==> config.mk <==
export PLATFORM = sky130hd
export DESIGN_NAME = spi_xfer_arbiter
export DESIGN_NICKNAME = d
export VERILOG_FILES = /design/src/rtl/spi_xfer_arbiter.sv
export SDC_FILE = /design/constraint.sdc
export NUM_CORES = 1
export LEC_CHECK = 0
export CAP_MARGIN = 20
export CORE_MARGIN = 1.5
export CORE_UTILIZATION = 42
export DETAILED_ROUTE_END_ITERATION = 12
export PLACE_DENSITY = 0.76
export SLEW_MARGIN = 20
export SYNTH_ARGS = -nofsm -noshare
export SYNTH_HDL_FRONTEND = slang
export SYNTH_SLANG_ARGS = --single-unit
==> constraint.sdc <==
create_clock -name clk -period 1.8 [get_ports clk]
set_clock_uncertainty 0.1 [all_clocks]
set_input_delay 0.27 -clock clk [delete_from_list [all_inputs] [get_ports clk]]
set_output_delay 0.27 -clock clk [all_outputs]
set_load 0.03 [all_outputs]
==> src/rtl/spi_xfer_arbiter.sv <==
// spi_xfer_arbiter: round-robin arbiter that lets two requesters share one SPI
// master. It runs one transfer at a time: accept, start strobe, wait for completion,
// one-cycle response, then a fixed idle gap before the next acceptance.
// Optional feature: define SPI_ARB_TIMEOUT_EN to abort a transfer that stays busy
// for TIMEOUT_CYCLES cycles. The abort answers with rdata=0xFF and err=1.
module spi_xfer_arbiter #(
    parameter int unsigned TIMEOUT_CYCLES = 1023,
    parameter int unsigned HOLDOFF_CYCLES = 52
) (
    input  logic       clk,
    input  logic       reset,
    input  logic       req0_valid,
    output logic       req0_ready,
    input  logic [1:0] req0_op,
    input  logic [7:0] req0_wdata,
    output logic       rsp0_valid,
    output logic [7:0] rsp0_rdata,
    output logic       rsp0_err,
    input  logic       req1_valid,
    output logic       req1_ready,
    input  logic [1:0] req1_op,
    input  logic [7:0] req1_wdata,
    output logic       rsp1_valid,
    output logic [7:0] rsp1_rdata,
    output logic       rsp1_err,
    output logic       spi_tx_start,
    output logic       spi_rx_start,
    output logic [7:0] spi_tx_data,
    input  logic [7:0] spi_rx_data,
    input  logic       spi_rx_valid,
    input  logic       spi_tx_done
);

    // A single counter serves both the busy timeout and the hold-off gap.
    localparam int unsigned CNT_MAX = (TIMEOUT_CYCLES > HOLDOFF_CYCLES) ? TIMEOUT_CYCLES
                                                                         : HOLDOFF_CYCLES;
    localparam int unsigned CNT_W   = $clog2(CNT_MAX + 1);

    typedef enum logic [2:0] {
        S_IDLE,
        S_START,
        S_BUSY,
        S_RESP,
        S_HOLD
    } state_t;

    state_t             state_q, state_d;
    logic               ptr_q, ptr_d;       // 1: requester 1 wins a tie
    logic               owner_q, owner_d;   // requester being served
    logic [1:0]         op_q, op_d;
    logic [7:0]         wdata_q, wdata_d;
    logic [CNT_W-1:0]   cnt_q, cnt_d;
    logic [7:0]         rsp0_rdata_q, rsp0_rdata_d;
    logic [7:0]         rsp1_rdata_q, rsp1_rdata_d;
`ifdef SPI_ARB_TIMEOUT_EN
    logic               rsp0_err_q, rsp0_err_d;
    logic               rsp1_err_q, rsp1_err_d;
    logic               res_err;
`endif

    logic               grant;
    logic               res_load;
    logic [7:0]         res_rdata;
    logic [1:0]         sel_op;

    // With both requesters valid the pointer decides; otherwise the lone one wins.
    assign grant  = (req0_valid && req1_valid) ? ptr_q : req1_valid;
    assign sel_op = grant ? req1_op : req0_op;

    // Next-state, datapath capture and response loading.
    always_comb begin
        // NOTE: every variable gets a default first so no path can infer a latch.
        state_d      = state_q;
        ptr_d        = ptr_q;
        owner_d      = owner_q;
        op_d         = op_q;
        wdata_d      = wdata_q;
        cnt_d        = cnt_q;
        rsp0_rdata_d = rsp0_rdata_q;
        rsp1_rdata_d = rsp1_rdata_q;
        res_load     = 1'b0;
        res_rdata    = 8'h00;
`ifdef SPI_ARB_TIMEOUT_EN
        rsp0_err_d   = rsp0_err_q;
        rsp1_err_d   = rsp1_err_q;
        res_err      = 1'b0;
`endif

        unique case (state_q)
            S_IDLE: begin
                if (req0_valid || req1_valid) begin
                    owner_d = grant;
                    ptr_d   = ~grant;
                    op_d    = sel_op;
                    wdata_d = grant ? req1_wdata : req0_wdata;
                    cnt_d   = '0;
                    if (sel_op == 2'b00) begin
                        // A no-op answers immediately with zero data.
                        state_d  = S_RESP;
                        res_load = 1'b1;
                    end else begin
                        state_d = S_START;
                    end
                end
            end
            S_START: begin
                state_d = S_BUSY;
                cnt_d   = '0;
            end
            S_BUSY: begin
                if (spi_tx_done || spi_rx_valid) begin
                    state_d   = S_RESP;
                    res_load  = 1'b1;
                    res_rdata = op_q[1] ? spi_rx_data : 8'h00;
                end
`ifdef SPI_ARB_TIMEOUT_EN
                else if (cnt_q == CNT_W'(TIMEOUT_CYCLES - 1)) begin
                    state_d   = S_RESP;
                    res_load  = 1'b1;
                    res_rdata = 8'hFF;
                    res_err   = 1'b1;
                end else begin
                    cnt_d = cnt_q + CNT_W'(1);
                end
`endif
            end
            S_RESP: begin
                cnt_d   = '0;
                state_d = (op_q == 2'b00) ? S_IDLE : S_HOLD;
            end
            S_HOLD: begin
                if (cnt_q == CNT_W'(HOLDOFF_CYCLES - 1)) begin
                    state_d = S_IDLE;
                    cnt_d   = '0;
                end else begin
                    cnt_d = cnt_q + CNT_W'(1);
                end
            end
            default: state_d = S_IDLE;
        endcase

        // The owner's response registers change only on the edge into RESP, so
        // they stay stable between strobes.
        if (res_load) begin
            if (owner_d) begin
                rsp1_rdata_d = res_rdata;
`ifdef SPI_ARB_TIMEOUT_EN
                rsp1_err_d   = res_err;
`endif
            end else begin
                rsp0_rdata_d = res_rdata;
`ifdef SPI_ARB_TIMEOUT_EN
                rsp0_err_d   = res_err;
`endif
            end
        end
    end

    // State and datapath registers, cleared by the asynchronous reset.
    always_ff @(posedge clk or posedge reset) begin
        if (reset) begin
            state_q      <= S_IDLE;
            ptr_q        <= 1'b0;
            owner_q      <= 1'b0;
            op_q         <= 2'b00;
            wdata_q      <= 8'h00;
            cnt_q        <= '0;
            rsp0_rdata_q <= 8'h00;
            rsp1_rdata_q <= 8'h00;
`ifdef SPI_ARB_TIMEOUT_EN
            rsp0_err_q   <= 1'b0;
            rsp1_err_q   <= 1'b0;
`endif
        end else begin
            // NOTE: non-blocking assignments so every flop samples pre-edge values.
            state_q      <= state_d;
            ptr_q        <= ptr_d;
            owner_q      <= owner_d;
            op_q         <= op_d;
            wdata_q      <= wdata_d;
            cnt_q        <= cnt_d;
            rsp0_rdata_q <= rsp0_rdata_d;
            rsp1_rdata_q <= rsp1_rdata_d;
`ifdef SPI_ARB_TIMEOUT_EN
            rsp0_err_q   <= rsp0_err_d;
            rsp1_err_q   <= rsp1_err_d;
`endif
        end
    end

    // Ready is combinational in IDLE, but held low while reset is asserted.
    assign req0_ready = !reset && (state_q == S_IDLE) && req0_valid && !grant;
    assign req1_ready = !reset && (state_q == S_IDLE) && req1_valid &&  grant;

    assign spi_tx_start = (state_q == S_START) && op_q[0];
    assign spi_rx_start = (state_q == S_START) && op_q[1];
    assign spi_tx_data  = ((state_q == S_START) || (state_q == S_BUSY)) ? wdata_q : 8'h00;

    assign rsp0_valid = (state_q == S_RESP) && !owner_q;
    assign rsp1_valid = (state_q == S_RESP) &&  owner_q;
    assign rsp0_rdata = rsp0_rdata_q;
    assign rsp1_rdata = rsp1_rdata_q;
`ifdef SPI_ARB_TIMEOUT_EN
    assign rsp0_err   = rsp0_err_q;
    assign rsp1_err   = rsp1_err_q;
`else
    assign rsp0_err   = 1'b0;
    assign rsp1_err   = 1'b0;
`endif

endmodule

==> results of run 1 <==
==> timing repair <==
| action | CTS | global route |
|---|---|---|
| gates cloned | 0 | 1 |
| setup buffers | 4 | 5 |
| setup endpoints to repair | 26 | 30 |
| hold buffers | 0 | 0 |
| gates resized for setup | 28 | 15 |
| pin swaps | 16 | 9 |
==> layout make-up <==
| cell class | count | area, sq um |
|---|---|---|
| Fill cell | 393 | 1480 |
| Multi-Input combinational cell | 145 | 1090 |
| Sequential cell | 41 | 1030 |
| Timing Repair Buffer | 93 | 913 |
| Tap cell | 67 | 83.8 |
| Clock buffer | 6 | 82.6 |
| Inverter | 12 | 45.0 |
| Clock inverter | 2 | 37.5 |
==> through the flow <==
step | cell area, sq um | total power (uW)
floorplan | 2110 | 3130
global placement | 2870 | 4140
detailed placement | 2870 | 4180
CTS | 3140 | 5350
global route | 3280 | 5950
finish | 3280 | 5620
==> cells in the mapped netlist, drive strengths merged (3+ instances only) <==
cell | count | area, sq um
mux2i | 19 | 190
dfrtp | 41 | 1030
o2bb2ai | 9 | 78.8
xor2 | 6 | 52.6
and2 | 13 | 81.3
nor2 | 14 | 52.6
nand3 | 3 | 20.0
o21ai | 16 | 95.1
nand4 | 5 | 31.3
a21oi | 4 | 23.8
nor3 | 6 | 30.0
inv | 12 | 45.0
nand2 | 22 | 82.6
clkbuf | 4 | 15.0
and3 | 6 | 37.5
buf | 9 | 62.6
==> worst reg2reg max path, stage by stage (launching register included) <==
cell	delay [ns]
dfrtp_1	0.42
or4_4	0.54
a21o_1	0.20
a21oi_2	0.19
o21ai_4	0.13
o2bb2ai_1	0.15
==> registers in the layout, indices dropped and copies added (netlist names) <==
signal      count
op_q            2
rsp1_rdata      8
owner_q         1
state_q         3
ptr_q           1
cnt_q          10
rsp0_rdata      8
wdata_q         8
==> layer usage <==
metal	routed length [um]	global-route usage
met2	2430	0.311
met4	71	0.0617
met5	0	0
met1	2250	0.269
met3	285	0.0494
==> power breakdown <==
part	internal [uW]	total, uW	switching (uW)
clock network	451	779	328
logic	1610	3350	1730
registers	1250	1500	246
==> worst paths after layout <==
| kind | cells past startpoint | end |
|---|---|---|
| max | 4 | req1_ready |
| min | 2 | ptr_q$_DFFE_PP0P_ |
| max reg2reg | 5 | rsp0_rdata[2]$_DFFE_PP0P_ |
| min reg2reg | 2 | wdata_q[1]$_DFFE_PP0P_ |
| max in group asynchronous | 3 | cnt_q[6]$_DFFE_PP0P_ |
| min in group asynchronous | 3 | wdata_q[1]$_DFFE_PP0P_ |
==> logic make-up after synthesis <==
| group | after synthesis |
|---|---|
| AND/OR/NAND/NOR | 79 |
| flip-flops | 41 |
| AO/OA/AOI/OAI | 37 |
| buffers and inverters | 25 |
| multiplexers | 19 |
| XOR/XNOR | 7 |
| adder cells (fa/ha/maj) | 1 |
| other | 1 |
==> summary.md, run 1 <==
| Metric | Value |
|---|---|
| Outcome | complete, but fails checks |
| Failing checks | setup timing |
| Post-Place Worst Slack | -0.261 ns |
| Register clock-pin slew on the reported worst setup and hold paths | 0.08 ns |
| Vias in the first global route | 1726 |
| Post-Synth Simple-Gate Area | 0.200 |
| Worst hold start | req1_valid |
| # Max-Cap Violations | 0 |
| Vias per cell | 4.98 |
| Synth unique cells | 43 |
| Worst skew pair latency | 0.30 ns |
| Crit end category | output pin |
| Final Max Slew Viols | 0 |
| #FFs+latches synth | 41 |
| DR vias | 1823 |
| Post-synth EDFFs | 0 |
| Largest family of logic cells by synthesized area | simple AND/OR/NAND/NOR gates |
| Adder-cell share of the synthesized area | 0.00597 |
| Gp weighted congestion | 0.833 |
| RSZ-0062 raised after global routing | true |
| FP Rows | 25 |
| Worst endpoint required time | 1.43 ns |
| Asr flop ratio synth | 1.00 |
| Fin util | 0.689 |
| # IOs | 66 |
| Initial core utilization | 0.441 |
| DRT Wirelength | 5040 um |
| PortBufs | 63 |
| Core area | 0.00475 sq mm |
| Layout cells sized above 1 | 0.284 |
| Min cycle time layout | 1.91 ns |
| Register area share after synthesis | 0.490 |
| Synth Area in XOR/XNOR | 0.0293 |
| Global-route wire length before repair | 8100 um |
| Reg2Reg Setup Slack | -0.05 ns |
| Reg-to-reg startpoint | state_q[2]$_DFFE_PP0P_ |
| H-tree levels | 2 |
| CP startpoint kind | flip-flop |
| P per Cell Area | 1720 mW/mm^2 |
| Peak VDD IR | 0.902 mV |
| Ys flop type | dfrtp_1 |
| Final setup viols | 18 |
| Placed cells | 348 |
| Hpwl dp | 3410 um |
| Clock Tree Buf Depth | 2 |
| # clock sinks | 41 |
| CP Max Fanout | 4 |
| WHS | 0.287 ns |
| Worst hold path type | input pin to flip-flop |
| Overflow after GRT | 0 |
| Routed Antenna Nets | 0 |
| Layout Nets | 333 |
| Critical-path top delay cell | dfrtp_1 |
| Die height | 73.6 um |
| Max Clk Rate | 0.523 GHz |
| Critical path class | flip-flop to output pin |
| Leakage power | 0.00147 uW |
| Post-synthesis cell count | 210 |
| Total CTS buffers | 5 |
| Post-Syn Area | 0.00209 sq mm |
| Post-synthesis compound-gate area fraction | 0.124 |
| DRC viols | 0 |
| Hold Vio Cnt, Final | 0 |
| Setup TNS Final | -1.02 ns |
| Mux contribution to synthesized area | 0.0908 |
| Largest net degree at the start of global routing | 42 |
| DRT Pass-1 Iters | 4 |
| Most common cell after layout, fill and taps aside | clkdlybuf4s50_1 |
| Buf/Inv on CP | 2 |
| Commonest cells after routing, fill and taps aside | 47 x clkdlybuf4s50_1, 41 x dfrtp_1, 29 x buf_4 |
| Critical path origin | state_q[0]$_DFFE_PP0P_ |
| Finished Layout Cells | 366 |
| Initial antenna violation count | 0 |
| CP peak stage delay | 0.41 ns |
| Antenna cells | 0 |
| Syn Area/Cell | 9.97 sq um |
| Cell family with most CP delay | simple AND/OR/NAND/NOR gates |
| Critical path arrival | 1.54 ns |
| Fin crit share | 1.06 |
| Overall global routing resource usage | 0.198 |
| Initial DRC Count | 143 |
| Final WS setup | -0.112 ns |
| DR WL/cell | 13.8 um |
| Die Width | 73.6 um |
| Synthesis-to-layout area growth | 56.5% |
| CTS tree | built |
| Worst-path cell chain | buf_6 -> or3_4 -> nor3_2 -> buf_4 |
| Die ar. | 0.00542 sq mm |
| CTS Root Cell | clkbuf_8 |
| Synth warn | 0 |
Power figures use the tool's default switching activity.
==> run 2: changes to the inputs <==
--- a/config.mk
+++ b/config.mk
@@ -5,11 +5,11 @@
 export SDC_FILE = /design/constraint.sdc
 export NUM_CORES = 1
 export LEC_CHECK = 0
-export CAP_MARGIN = 20
 export CORE_MARGIN = 1.5
 export CORE_UTILIZATION = 42
 export DETAILED_ROUTE_END_ITERATION = 12
 export PLACE_DENSITY = 0.76
+export REMOVE_ABC_BUFFERS = 1
 export SLEW_MARGIN = 20
 export SYNTH_ARGS = -nofsm -noshare
 export SYNTH_HDL_FRONTEND = slang
==> summary.md, run 2 (same netlist as run 1, synthesis figures left out) <==
| Metric | Value |
|---|---|
| Global-route wire length before repair | 8750 um (+8.0%) |
| Critical path class | flip-flop to output pin |
| Number of flip-flops in the largest register | 10 (unchanged) |
| Hold Vio Cnt, Final | 0 (unchanged) |
| Vias in the first global route | 1850 (+7.2%) |
| WHS | 0.327 ns (+0.0401 ns) |
| Fin util | 0.710 (+0.0203) |
| Largest net degree at the start of global routing | 42 (unchanged) |
| Outcome | complete, but fails checks |
| Worst endpoint required time | 1.43 ns (about the same) |
| Worst hold path type | input pin to asynchronous set/reset pin |
| # fillers | 371 (-5.6%) |
| Final WS setup | -0.160 ns (-0.0486 ns) |
| Hold_buf cts | 0 (unchanged) |
| # Max-Cap Violations | 0 (unchanged) |
| Worst skew pair latency | 0.31 ns (about the same) |
| Gp weighted congestion | 0.827 (-0.80%) |
| Die height | 73.6 um (unchanged) |
| Critical path arrival | 1.59 ns (+0.05 ns) |
| Die Width | 73.6 um (unchanged) |
| # IOs | 66 (unchanged) |
| Layout cells sized above 1 | 0.328 (+0.0436) |
| Commonest cells after routing, fill and taps aside | 49 x clkdlybuf4s50_1, 40 x dfrtp_1, 32 x buf_4 |
| Initial antenna violation count | 0 (unchanged) |
| Overflow after GRT | 0 (unchanged) |
| Final setup viols | 24 (+6) |
| RSZ-0062 raised after global routing | true |
| Core area | 0.00475 sq mm (unchanged) |
| # clock sinks | 41 (unchanged) |
| PortBufs | 63 (unchanged) |
| Peak VDD IR | 0.967 mV (+7.3%) |
| Overall global routing resource usage | 0.213 (+0.0152) |
| CP startpoint kind | flip-flop |
| DRT Wirelength | 5570 um (+11%) |
| Die ar. | 0.00542 sq mm (unchanged) |
| Register clock-pin slew on the reported worst setup and hold paths | 0.09 ns (about the same) |
| Crit end category | output pin |
| CTS Root Cell | clkbuf_8 |
| Vias per cell | 4.98 (about the same) |
| DR WL/cell | 14.9 um (+8.0%) |
| Failing checks | setup timing |
| Fin crit share | 1.09 (+0.0270) |
| Synthesis-to-layout area growth | 61.1% |
| H-tree levels | 2 (unchanged) |
| FP Rows | 25 (unchanged) |
| DRC viols | 0 (unchanged) |
| Hpwl dp | 3510 um (+2.9%) |
| P per Cell Area | 1720 mW/mm^2 (+0.19%) |
| Max Clk Rate | 0.510 GHz (-2.5%) |
| DR vias | 1869 (+2.5%) |
| Layout Nets | 342 (+2.7%) |
| Initial DRC Count | 115 (-20%) |
| DRT Pass-1 Iters | 4 (unchanged) |
| Post-Place Worst Slack | -0.233 ns (+0.0279 ns) |
| Biggest register | cnt_q |
| Routed Antenna Nets | 0 (unchanged) |
| Min cycle time layout | 1.96 ns (+0.0486 ns) |
| CP Max Fanout | 8 (+4) |
| Total CTS buffers | 5 (unchanged) |
| CTS tree | built |
| Final Max Slew Viols | 0 (unchanged) |
| Clock Tree Buf Depth | 2 (unchanged) |
| Initial core utilization | 0.441 (unchanged) |
| Antenna cells | 0 (unchanged) |
| Most common cell after layout, fill and taps aside | clkdlybuf4s50_1 |
| Leakage power | 0.00151 uW (+2.2%) |
==> run 2: worst paths after layout <==
path                                         from                        end  slack (ns)  cells after the start
hold / removal                              reset          ptr_q$_DFFE_PP0P_        0.33                      3
hold reg to reg                 ptr_q$_DFFE_PP0P_          ptr_q$_DFFE_PP0P_        0.39                      1
max in group asynchronous                   reset     state_q[1]$_DFFE_PP0P_        1.07                      3
min in group clk                ptr_q$_DFFE_PP0P_          ptr_q$_DFFE_PP0P_        0.39                      1
setup / recovery           state_q[1]$_DFFE_PP0P_                 req0_ready       -0.16                      3
setup reg to reg           state_q[2]$_DFFE_PP0P_  rsp0_rdata[7]$_DFFE_PP0P_       -0.06                      6
==> run 2: final cells by class <==
type                       count  area [sq um]  share of cell area
inverter                      12          45.0              0.0133
multi-input combinational    145          1130               0.334
timing repair buffer         102           997               0.296
clock buffer                   5          68.8              0.0204
tap                           67          83.8              0.0248
sequential                    41          1030               0.304
clock inverter                 3          25.0             0.00742
==> run 2: power breakdown <==
group | switching [uW] | internal, uW | total [uW]
Sequential | 285 | 1250 | 1540
Clock | 361 | 280 | 641
Combinational | 1830 | 1790 | 3620
Total | 2480 | 3320 | 5800
==> run 2: metal layers <==
metal / global-route usage / routed length [um] / vias up
li1: - / - / 910
met1: 0.271 / 2390 / 899
met2: 0.351 / 2830 / 46
met3: 0.0617 / 239 / 14
met4: 0.0638 / 120 / 0
met5: 0 / 0 / -
==> run 2: timing repair <==
| action | 4_1_cts | 5_1_grt |
|---|---|---|
| resized for setup | 37 | 25 |
| pin swaps | 19 | 11 |
| setup buffers | 10 | 7 |
| gates cloned | 0 | 1 |
| endpoints found under the setup margin | 21 | 34 |
==> run 2: worst max-delay path, cell delays in order, from the launching register on <==
cell and delay (ns):
dfrtp_2 0.52, or3_4 0.45, nor3_2 0.13, buf_4 0.19
==> run 2: through the flow <==
stage / power (uW) / std cells / setup TNS (ns) / area, sq um
final: 5800 / 375 / -1.47 / 3370
after global routing: 6110 / 375 / -3.67 / 3370
after CTS: 5440 / 368 / -1.14 / 3220
after detailed placement: 4180 / 350 / -4.18 / 2890
after global placement: 4130 / 350 / -3.87 / 2890
after floorplan: 3020 / 198 / -2.49 / 2020
==> run 3: changes to the inputs <==
--- a/config.mk
+++ b/config.mk
@@ -7,6 +7,7 @@
 export LEC_CHECK = 0
 export CORE_MARGIN = 1.5
 export CORE_UTILIZATION = 42
+export CTS_CLUSTER_DIAMETER = 60
 export DETAILED_ROUTE_END_ITERATION = 12
 export PLACE_DENSITY = 0.76
 export REMOVE_ABC_BUFFERS = 1
==> results of run 3 <==
No change in the layout: final DEF, timing and power equal those of run 2.
